$ cat config.mk
export PLATFORM = sky130hd
export DESIGN_NAME = instr_fetch_seq
export DESIGN_NICKNAME = d
export VERILOG_FILES = /design/src/rtl/instr_fetch_seq.sv
export SDC_FILE = /design/constraint.sdc
export NUM_CORES = 1
export LEC_CHECK = 0
export CAP_MARGIN = 15
export CORE_MARGIN = 3
export CORE_UTILIZATION = 51
export CTS_BUF_LIST = sky130_fd_sc_hd__clkbuf_4 sky130_fd_sc_hd__clkbuf_8
export CTS_CLUSTER_SIZE = 30
export DETAILED_ROUTE_END_ITERATION = 16
export PLACE_DENSITY = 0.87
export SETUP_SLACK_MARGIN = 0.02
export SYNTH_ARGS = -nofsm -noshare
export SYNTH_HDL_FRONTEND = slang
export SYNTH_SLANG_ARGS = --single-unit
$ cat constraint.sdc
create_clock -name clk -period 4.4 [get_ports clk]
set_input_delay 0.88 -clock clk [delete_from_list [all_inputs] [get_ports clk]]
set_output_delay 0.88 -clock clk [all_outputs]
set_load 0.05 [all_outputs]
$ cat src/rtl/instr_fetch_seq.sv
// instr_fetch_seq: byte-wide instruction fetch sequencer.
// Walks the memory address through the four bytes of each 32-bit word,
// assembles them little-endian and hands the word to decode with a
// valid/ready handshake. Branch redirects drop any in-flight word and
// restart fetch at the aligned target.
//
// Optional build macro: FETCH_LANE_CHECK_EN
//   defined   -> sticky lane_err when memory-reported lane != byte being captured
//   undefined -> lane_err tied 0, mem_lane ignored
//
// state    | meaning
// ---------+--------------------------------------------------------------
// ST_IDLE  | no word in flight; mem_addr parked on fetch_pc
// ST_FETCH | capturing byte byte_cnt of the word at fetch_pc
// ST_VALID | assembled word presented to decode, waiting for instr_ready
module instr_fetch_seq #(
  parameter int unsigned           ADDR_W   = 8,
  parameter logic [ADDR_W-1:0]     RESET_PC = '0
) (
  input  logic              clk,
  input  logic              rst,
  input  logic              fetch_en,
  output logic [ADDR_W-1:0] mem_addr,
  input  logic [7:0]        mem_data,
  input  logic [1:0]        mem_lane,
  output logic [31:0]       instr,
  output logic [ADDR_W-1:0] instr_pc,
  output logic              instr_valid,
  input  logic              instr_ready,
  input  logic              redirect,
  input  logic [ADDR_W-1:0] redirect_pc,
  output logic              busy,
  output logic              lane_err
);

  // Word alignment mask and word stride, sized to the address width.
  localparam logic [ADDR_W-1:0] ALIGN_MASK       = {{(ADDR_W-2){1'b1}}, 2'b00};
  localparam logic [ADDR_W-1:0] WORD_STEP        = {{(ADDR_W-3){1'b0}}, 3'b100};
  localparam logic [ADDR_W-1:0] RESET_PC_ALIGNED = RESET_PC & ALIGN_MASK;

  typedef enum logic [1:0] {
    ST_IDLE  = 2'd0,
    ST_FETCH = 2'd1,
    ST_VALID = 2'd2
  } state_e;

  state_e            state_q,    state_d;
  logic [ADDR_W-1:0] fetch_pc_q, fetch_pc_d;
  logic [1:0]        byte_cnt_q, byte_cnt_d;
  logic [31:0]       instr_q,    instr_d;
  logic [ADDR_W-1:0] instr_pc_q, instr_pc_d;
  logic              valid_q,    valid_d;

  // High on an edge that stores a memory byte into the word being assembled.
  logic              capture;
  logic              xfer;

  assign xfer = valid_q && instr_ready;

  // Next-state and datapath: redirect overrides everything, else per-state work.
  always_comb begin
    state_d    = state_q;
    fetch_pc_d = fetch_pc_q;
    byte_cnt_d = byte_cnt_q;
    instr_d    = instr_q;
    instr_pc_d = instr_pc_q;
    valid_d    = valid_q;
    capture    = 1'b0;

    if (redirect) begin
      // A word accepted in this same cycle already belongs to decode; only
      // the follow-on fetch address changes.
      fetch_pc_d = redirect_pc & ALIGN_MASK;
      byte_cnt_d = 2'd0;
      valid_d    = 1'b0;
      state_d    = fetch_en ? ST_FETCH : ST_IDLE;
    end else begin
      case (state_q)
        ST_IDLE: begin
          if (fetch_en) begin
            state_d = ST_FETCH;
          end
        end

        ST_FETCH: begin
          // fetch_en is not sampled here: a started word always completes.
          capture                                = 1'b1;
          instr_d[{byte_cnt_q, 3'b000} +: 8]     = mem_data;
          byte_cnt_d                             = byte_cnt_q + 2'd1;
          if (byte_cnt_q == 2'd3) begin
            instr_pc_d = fetch_pc_q;
            valid_d    = 1'b1;
            state_d    = ST_VALID;
          end
        end

        ST_VALID: begin
          if (xfer) begin
            fetch_pc_d = fetch_pc_q + WORD_STEP;
            valid_d    = 1'b0;
            state_d    = fetch_en ? ST_FETCH : ST_IDLE;
          end
        end

        default: begin
          byte_cnt_d = 2'd0;
          valid_d    = 1'b0;
          state_d    = ST_IDLE;
        end
      endcase
    end
  end

  // State and output registers.
  always_ff @(posedge clk or posedge rst) begin
    if (rst) begin
      state_q    <= ST_IDLE;
      fetch_pc_q <= RESET_PC_ALIGNED;
      byte_cnt_q <= 2'd0;
      instr_q    <= 32'd0;
      instr_pc_q <= '0;
      valid_q    <= 1'b0;
    end else begin
      state_q    <= state_d;
      fetch_pc_q <= fetch_pc_d;
      byte_cnt_q <= byte_cnt_d;
      instr_q    <= instr_d;
      instr_pc_q <= instr_pc_d;
      valid_q    <= valid_d;
    end
  end

  assign mem_addr    = fetch_pc_q + {{(ADDR_W-2){1'b0}}, byte_cnt_q};
  assign instr       = instr_q;
  assign instr_pc    = instr_pc_q;
  assign instr_valid = valid_q;
  assign busy        = (state_q != ST_IDLE);

`ifdef FETCH_LANE_CHECK_EN
  logic lane_err_q, lane_err_d;

  // Any capture whose reported lane disagrees with the byte slot sets the flag.
  always_comb begin
    lane_err_d = lane_err_q;
    if (capture && (mem_lane != byte_cnt_q)) begin
      lane_err_d = 1'b1;
    end
  end

  // Sticky until reset.
  always_ff @(posedge clk or posedge rst) begin
    if (rst) begin
      lane_err_q <= 1'b0;
    end else begin
      lane_err_q <= lane_err_d;
    end
  end

  assign lane_err = lane_err_q;
`else
  logic unused_lane;
  assign unused_lane = (^mem_lane) ^ capture;
  assign lane_err    = 1'b0;
`endif

endmodule

==> results.sh, run 1 <==
export IMPL_drt_initial_drc_count=93
export IMPL_synth_edf_count=0
export IMPL_r2r_end="instr[30]"
export IMPL_tritoncts="yes"
export IMPL_tightest_slew_ns=1.01
export IMPL_place_area_mm2=0.00294
export IMPL_synth_seq_area_share_pct=52.9
export IMPL_finalWirelength_um=5160
export IMPL_cts_root_buf="clkbuf_8"
export IMPL_hold_class="reg -> reg"
export IMPL_htree_levels=2
export IMPL_antenna_found_initial=0
export IMPL_gp_congestion=0.806
export IMPL_nFillCells=310
export IMPL_netlist_area_mm2=0.00232
export IMPL_avgRoutedWirePerCell_um=15.5
export IMPL_grt_max_degree=50
export IMPL_crit_fanout=10
export IMPL_avgViaCountPerCell=5.45
export IMPL_cts_made_buffers=5
export IMPL_cp_data_required_time_ns=3.52
export IMPL_ir_drop_uv=297
export IMPL_synth_top_area_cell="dfrtp_1"
export IMPL_drc=0
export IMPL_clock_sinks=49
export IMPL_power_density_mw_per_mm2=399
export IMPL_clk_pin_slew_ns=0.09
export IMPL_start_kind="flip-flop"
export IMPL_ant_nets=0
export IMPL_vias=1809
export IMPL_mostFrequentLayoutCells="clkdlybuf4s50_1 (66), nand2_1 (60), dfrtp_1 (49)"
export IMPL_dp_final_hpwl_um=3770
export IMPL_reg2reg_depth=5
export IMPL_cts_buffer_depth=2
export IMPL_worstReg2RegStart="byte_cnt_q[0]"
export IMPL_r2r_slack_ns=2.37
export IMPL_layout_nets=311
export IMPL_layout_commonest_cell="clkdlybuf4s50_1"
export IMPL_relSlewSlack_pct=32.7
export IMPL_grt_pass1_wl_um=8690
export IMPL_fp_dieH_um=73.4
export IMPL_synthArstFlopShare_pct=100
export IMPL_drive_above_1_share_pct=8.87
export IMPL_setup_viol_count_final=0
export IMPL_dieArea_mm2=0.00539
export IMPL_status="complete, no violations"
export IMPL_synth_area_per_cell_um2=10.3
export IMPL_rsz0062_at_grt="no"
export IMPL_grt_ovfl_total=0
export IMPL_leakage_nw=1.32
export IMPL_worstPathCellList="or2_2, clkdlybuf4s50_1"
export IMPL_grtUsageTotal_pct=20.8
export IMPL_clk_latency_ns=0.31
export IMPL_syn2layout_area_growth_pct=30.7
export IMPL_setup_tns_ns=0
export IMPL_core_area_mm2=0.00420
export IMPL_crit_type="reg -> out"
export IMPL_pin_count=74
export IMPL_critPathCaptureType="output port"
export IMPL_cts_hold_buf=0
export IMPL_synthFlopType="dfrtp_1"
export IMPL_drv_slew=0
export IMPL_fmaxAchievable_ghz=0.365
export IMPL_hold_path_depth=2
export IMPL_synthTopCellsByArea="dfrtp_1 (53%), nand2_1 (9.7%), o21ai_0 (6.5%), ha_1 (3.8%), mux2_2 (2.9%)"
export IMPL_crit_arrival_ns=1.86
export IMPL_fin_crit_ns=2.74
export IMPL_min_from="instr[11]"
export IMPL_dr_pass1_iters=4
export IMPL_synth_top_area_share_pct=52.9
export IMPL_syn_inst=225
export IMPL_num_rows=23
export IMPL_drv_cap=0
export IMPL_diodes=0
export IMPL_start_util_pct=55.2
export IMPL_setup_ws_ns=1.66
export IMPL_min_to="instr[11]"
export IMPL_place_ws_ns=1.43
export IMPL_ys_warn_count=0
export IMPL_crit_slowest_cell="clkdlybuf4s50_1"
export IMPL_first_global_vias=1775
export IMPL_final_area_mm2=0.00303
export IMPL_worst_path_largest_cell_delay_ns=0.70
export IMPL_hold_violations=0
export IMPL_skew_ns=0.00743
export IMPL_ctsResizeCount=0
export IMPL_ys_ff_latch=49
export IMPL_io_buffers=66
export IMPL_yosysUniqueCellTypes=34
export IMPL_die_w_um=73.4
export IMPL_fin_crit_sh_pct=62.3
export IMPL_post_cts_setup_buffers=0
-- worst max-delay path by stage --
stage | endpoint | cells past startpoint | from | slack (ns)
2_1_floorplan | instr[26] | 5 | byte_cnt_q[0] | 2.32
3_3_place_gp | instr[29] | 4 | redirect | 1.49
3_5_place_dp | instr[27] | 4 | redirect | 1.43
4_1_cts | busy | 2 | state_q[1] | 1.65
5_1_grt | instr[30] | 4 | redirect | 1.57
6_report | busy | 2 | state_q[1] | 1.66
-- cell type report --
type | count | area, µm² | share of cell area (%)
repair buffers | 66 | 661 | 21.8
inverters | 7 | 26.3 | 0.866
flip-flops and latches | 49 | 1230 | 40.4
well taps | 50 | 62.6 | 2.06
clock buffers | 6 | 76.3 | 2.52
clock inverters | 2 | 13.8 | 0.454
multi-input cells | 152 | 967 | 31.9
-- cells by family (layout without fill, tap and decap cells) --
family	Yosys count	count (layout)	synth area share (%)
AO/OA/AOI/OAI	48	48	12.9
XOR/XNOR	1	1	0.378
adder cells (fa/ha/maj)	7	7	3.78
buffers and inverters	26	81	5.77
flip-flops	49	49	52.9
multiplexers	8	8	3.78
other	1	3	0.162
AND/OR/NAND/NOR	85	85	20.3
-- critical path, delay by kind of cell, from the launching register on --
| kind | cells | cell delay, ns |
|---|---|---|
| buffers and inverters | 1 | 0.70 |
| DFF | 1 | 0.52 |
| and+or+nand+nor | 1 | 0.33 |
-- metal layers --
| layer | wire [µm] | GRT usage, % | part of all wire, % |
|---|---|---|---|
| met5 | 0 | 0 | 0 |
| met3 | 308 | 4.51 | 6.0 |
| met2 | 2510 | 33.1 | 49 |
| met1 | 2250 | 27.9 | 44 |
| met4 | 86 | 7.65 | 1.7 |
-- state kept, by name, indices dropped and copies added (netlist names) --
register / flops
byte_cnt_q: 2
fetch_pc_q: 6
instr: 32
instr_pc: 6
instr_valid: 1
state_q: 2
-- stage by stage --
step | total power [mW] | std cells | hold WS [ns] | utilization [%]
after floorplan | 0.812 | 227 | 0.511 | -
after global placement | 0.935 | 324 | 0.462 | 70.0
after detailed placement | 0.945 | 324 | 0.469 | 70.0
after CTS | 1.21 | 332 | 0.489 | 72.2
after global routing | 1.26 | 332 | 0.512 | 72.2
final | 1.21 | 332 | 0.484 | 72.2
-- Yosys cell counts (2+ instances only) --
library cell  instances
a22oi_1               2
ha_1                  7
o311ai_0              2
clkbuf_1              7
nor3b_2               2
a22o_1                6
mux2_2                6
o311ai_1              2
and4bb_2              2
nand4bb_1             4
nor2_1                3
or2_2                 2
dfrtp_1              49
buf_4                 6
nand3_1               5
inv_1                 7
o211ai_1              3
o21ai_0              30
nand2_1              60
mux2i_1               2
buf_2                 5
-- where the power goes --
part	internal, mW	switching, mW	total (mW)
registers	0.495	0.0391	0.534
clock network	0.120	0.155	0.275
logic	0.137	0.263	0.400
Note: power is estimated with default switching activity, not from simulation.
==> inputs of run 2 (changes only) <==
--- a/config.mk
+++ b/config.mk
@@ -7,11 +7,11 @@
 export LEC_CHECK = 0
 export CAP_MARGIN = 15
 export CORE_MARGIN = 3
-export CORE_UTILIZATION = 51
+export CORE_UTILIZATION = 43
 export CTS_BUF_LIST = sky130_fd_sc_hd__clkbuf_4 sky130_fd_sc_hd__clkbuf_8
 export CTS_CLUSTER_SIZE = 30
 export DETAILED_ROUTE_END_ITERATION = 16
-export PLACE_DENSITY = 0.87
+export PLACE_DENSITY = 0.78
 export SETUP_SLACK_MARGIN = 0.02
 export SYNTH_ARGS = -nofsm -noshare
 export SYNTH_HDL_FRONTEND = slang
==> constraint.sdc (replaced) <==
create_clock -name clk -period 2.4 [get_ports clk]
set_input_delay 0.48 -clock clk [delete_from_list [all_inputs] [get_ports clk]]
set_output_delay 0.48 -clock clk [all_outputs]
set_load 0.05 [all_outputs]
==> run 2 against run 1 <==
  * Final area grew 4.0%
  * Count of clock-buffer cells in the layout is 1 higher
  * First-iteration DRC count rose by 17%
  * Via count is 0.28% higher
  * Critical path depth down 1
  * Die area grew 17%
  * Power up 93%
  * Sequential share of layout area is 1.5 points lower
  * Clock power is 120% higher
  * Routed wire length decreased by 2.1%
  * Register-to-register slack lost 2.0 ns
  * Cell count is 8.1% higher
  * Critical path type unchanged
  * Largest cell class unchanged
  * Highest routed layer unchanged
==> results.sh, run 2 (same netlist as run 1, synthesis figures left out) <==
export IMPL_worstPathCellList="clkdlybuf4s50_1"
export IMPL_layout_commonest_cell="clkdlybuf4s50_1"
export IMPL_switching_power_uw=812
export IMPL_fin_crit_sh_pct=93.5
export IMPL_worst_path_largest_cell_delay_ns=0.88
export IMPL_clock_sinks=49
export IMPL_rsz0062_at_grt="no"
export IMPL_p_sw_share_pct=34.8
export IMPL_nFillCells=418
export IMPL_worstPathBufferInverterCount=1
export IMPL_hold_class="reg -> reg"
export IMPL_die_w_um=79.5
export IMPL_drive_above_1_share_pct=11.1
export IMPL_fin_crit_ns=2.24
export IMPL_p_int_mw=1.52
export IMPL_combinationalPowerShare_pct=32.1
export IMPL_status="complete, no violations"
export IMPL_cts_root_buf="clkbuf_8"
export IMPL_grt_pass1_wl_um=8450
export IMPL_dieArea_mm2=0.00631
export IMPL_num_rows=26
export IMPL_dp_final_hpwl_um=3840
export IMPL_cp_top_family="buffers and inverters"
export IMPL_leakage_nw=1.37
export IMPL_setup_ws_ns=0.155
export IMPL_grt_max_degree=27
export IMPL_largest_reg_flops=32
export IMPL_setup_viol_count_final=0
export IMPL_core_area_mm2=0.00517
export IMPL_ctsResizeCount=0
export IMPL_avgViaCountPerCell=5.05
export IMPL_cp_data_required_time_ns=1.92
export IMPL_fp_dieH_um=79.5
export IMPL_grt_ovfl_total=0
export IMPL_worstReg2RegStart="byte_cnt_q[0]"
export IMPL_critPathCaptureType="output port"
export IMPL_grtUsageTotal_pct=17.0
export IMPL_reg2reg_depth=5
export IMPL_io_buffers=66
export IMPL_ir_drop_uv=371
export IMPL_min_to="instr[10]"
export IMPL_layout_nets=318
export IMPL_start_util_pct=44.8
export IMPL_hold_path_depth=2
export IMPL_min_from="instr[10]"
export IMPL_tightest_slew_ns=0.536
export IMPL_drv_slew=0
export IMPL_r2r_end="instr[27]"
export IMPL_cts_hold_buf=0
export IMPL_clkPwrFrac_pct=26.3
export IMPL_cts_buffer_depth=2
export IMPL_ant_nets=0
export IMPL_clk_pin_slew_ns=0.08
export IMPL_crit_fanout=10
export IMPL_power_density_mw_per_mm2=740
export IMPL_drt_initial_drc_count=109
export IMPL_post_cts_setup_buffers=0
export IMPL_crit_arrival_ns=1.76
export IMPL_relSlewSlack_pct=64.2
export IMPL_tritoncts="yes"
export IMPL_crit_type="reg -> out"
export IMPL_clk_latency_ns=0.30
export IMPL_antenna_found_initial=0
export IMPL_skew_ns=0.00460
export IMPL_vias=1814
export IMPL_r2r_slack_ns=0.33
export IMPL_avgRoutedWirePerCell_um=14.1
export IMPL_htree_levels=2
export IMPL_diodes=0
export IMPL_gp_congestion=0.805
export IMPL_seq_power_share_pct=41.7
export IMPL_place_ws_ns=0.234
export IMPL_start_kind="flip-flop"
export IMPL_drc=0
export IMPL_finalWirelength_um=5050
export IMPL_cts_made_buffers=5
export IMPL_setup_tns_ns=0
export IMPL_dp_cells=351
export IMPL_syn2layout_area_growth_pct=35.9
export IMPL_fmaxAchievable_ghz=0.446
export IMPL_drv_cap=0
export IMPL_pin_count=74
export IMPL_hold_violations=0
export IMPL_dr_pass1_iters=5
export IMPL_crit_slowest_cell="clkdlybuf4s50_1"
export IMPL_first_global_vias=1746
export IMPL_finalNonFillerCells=359
export IMPL_mostFrequentLayoutCells="clkdlybuf4s50_1 (66), nand2_1 (60), dfrtp_1 (49)"
## run 2: changes by cell type in the layout (fill, tap and decap cells not counted), sizes merged
cell,before,now
clkbuf,6,7
buf,0,7
inv,8,7
bufinv,0,1
clkinv,1,0
## run 2: final cells by class
| type | instances | area, µm² | area share (%) |
|---|---|---|---|
| tap | 70 | 87.6 | 2.78 |
| clock buffer | 7 | 90.1 | 2.86 |
| clock inverter | 1 | 30.0 | 0.952 |
| inverter | 7 | 26.3 | 0.833 |
| timing repair buffer | 73 | 726 | 23.0 |
| multi-input combinational | 152 | 967 | 30.7 |
| sequential | 49 | 1230 | 38.9 |
## run 2: per-layer routing
metal	global-route usage, %	vias to the layer above	wire (µm)
li1	-	888	-
met3	2.60	7	277
met2	28.5	74	2420
met1	23.0	845	2290
met5	0	-	0
met4	4.64	0	63
## run 2: power by group through the flow
stage / Combinational, mW / Clock (mW) / Sequential (mW)
finish: 0.748 / 0.613 / 0.972
global route: 0.794 / 0.661 / 0.986
detailed placement: 0.754 / 0 / 0.990
CTS: 0.756 / 0.626 / 0.974
global placement: 0.746 / 0 / 0.987
floorplan: 0.255 / 0 / 1.23
## run 2: worst max path at each step
stage | cells after the start | from | to | slack, ns
3_5_place_dp | 4 | redirect | instr_pc[7] | 0.23
6_report | 1 | byte_cnt_q[0] | mem_addr[0] | 0.16
4_1_cts | 1 | byte_cnt_q[0] | mem_addr[0] | 0.16
5_1_grt | 1 | byte_cnt_q[0] | mem_addr[0] | 0.1
2_1_floorplan | 5 | byte_cnt_q[0] | instr[26] | 0.32
3_3_place_gp | 4 | redirect | instr_pc[4] | 0.27
## run 2: through the flow
step	total power [mW]	hold slack, ns	utilization [%]	cell area, µm²
finish	2.33	0.484	61.0	3150
floorplan	1.49	0.511	-	2330
detailed placement	1.74	0.469	58.6	3030
global placement	1.73	0.461	58.6	3030
global route	2.44	0.509	61.0	3150
CTS	2.36	0.489	61.0	3150
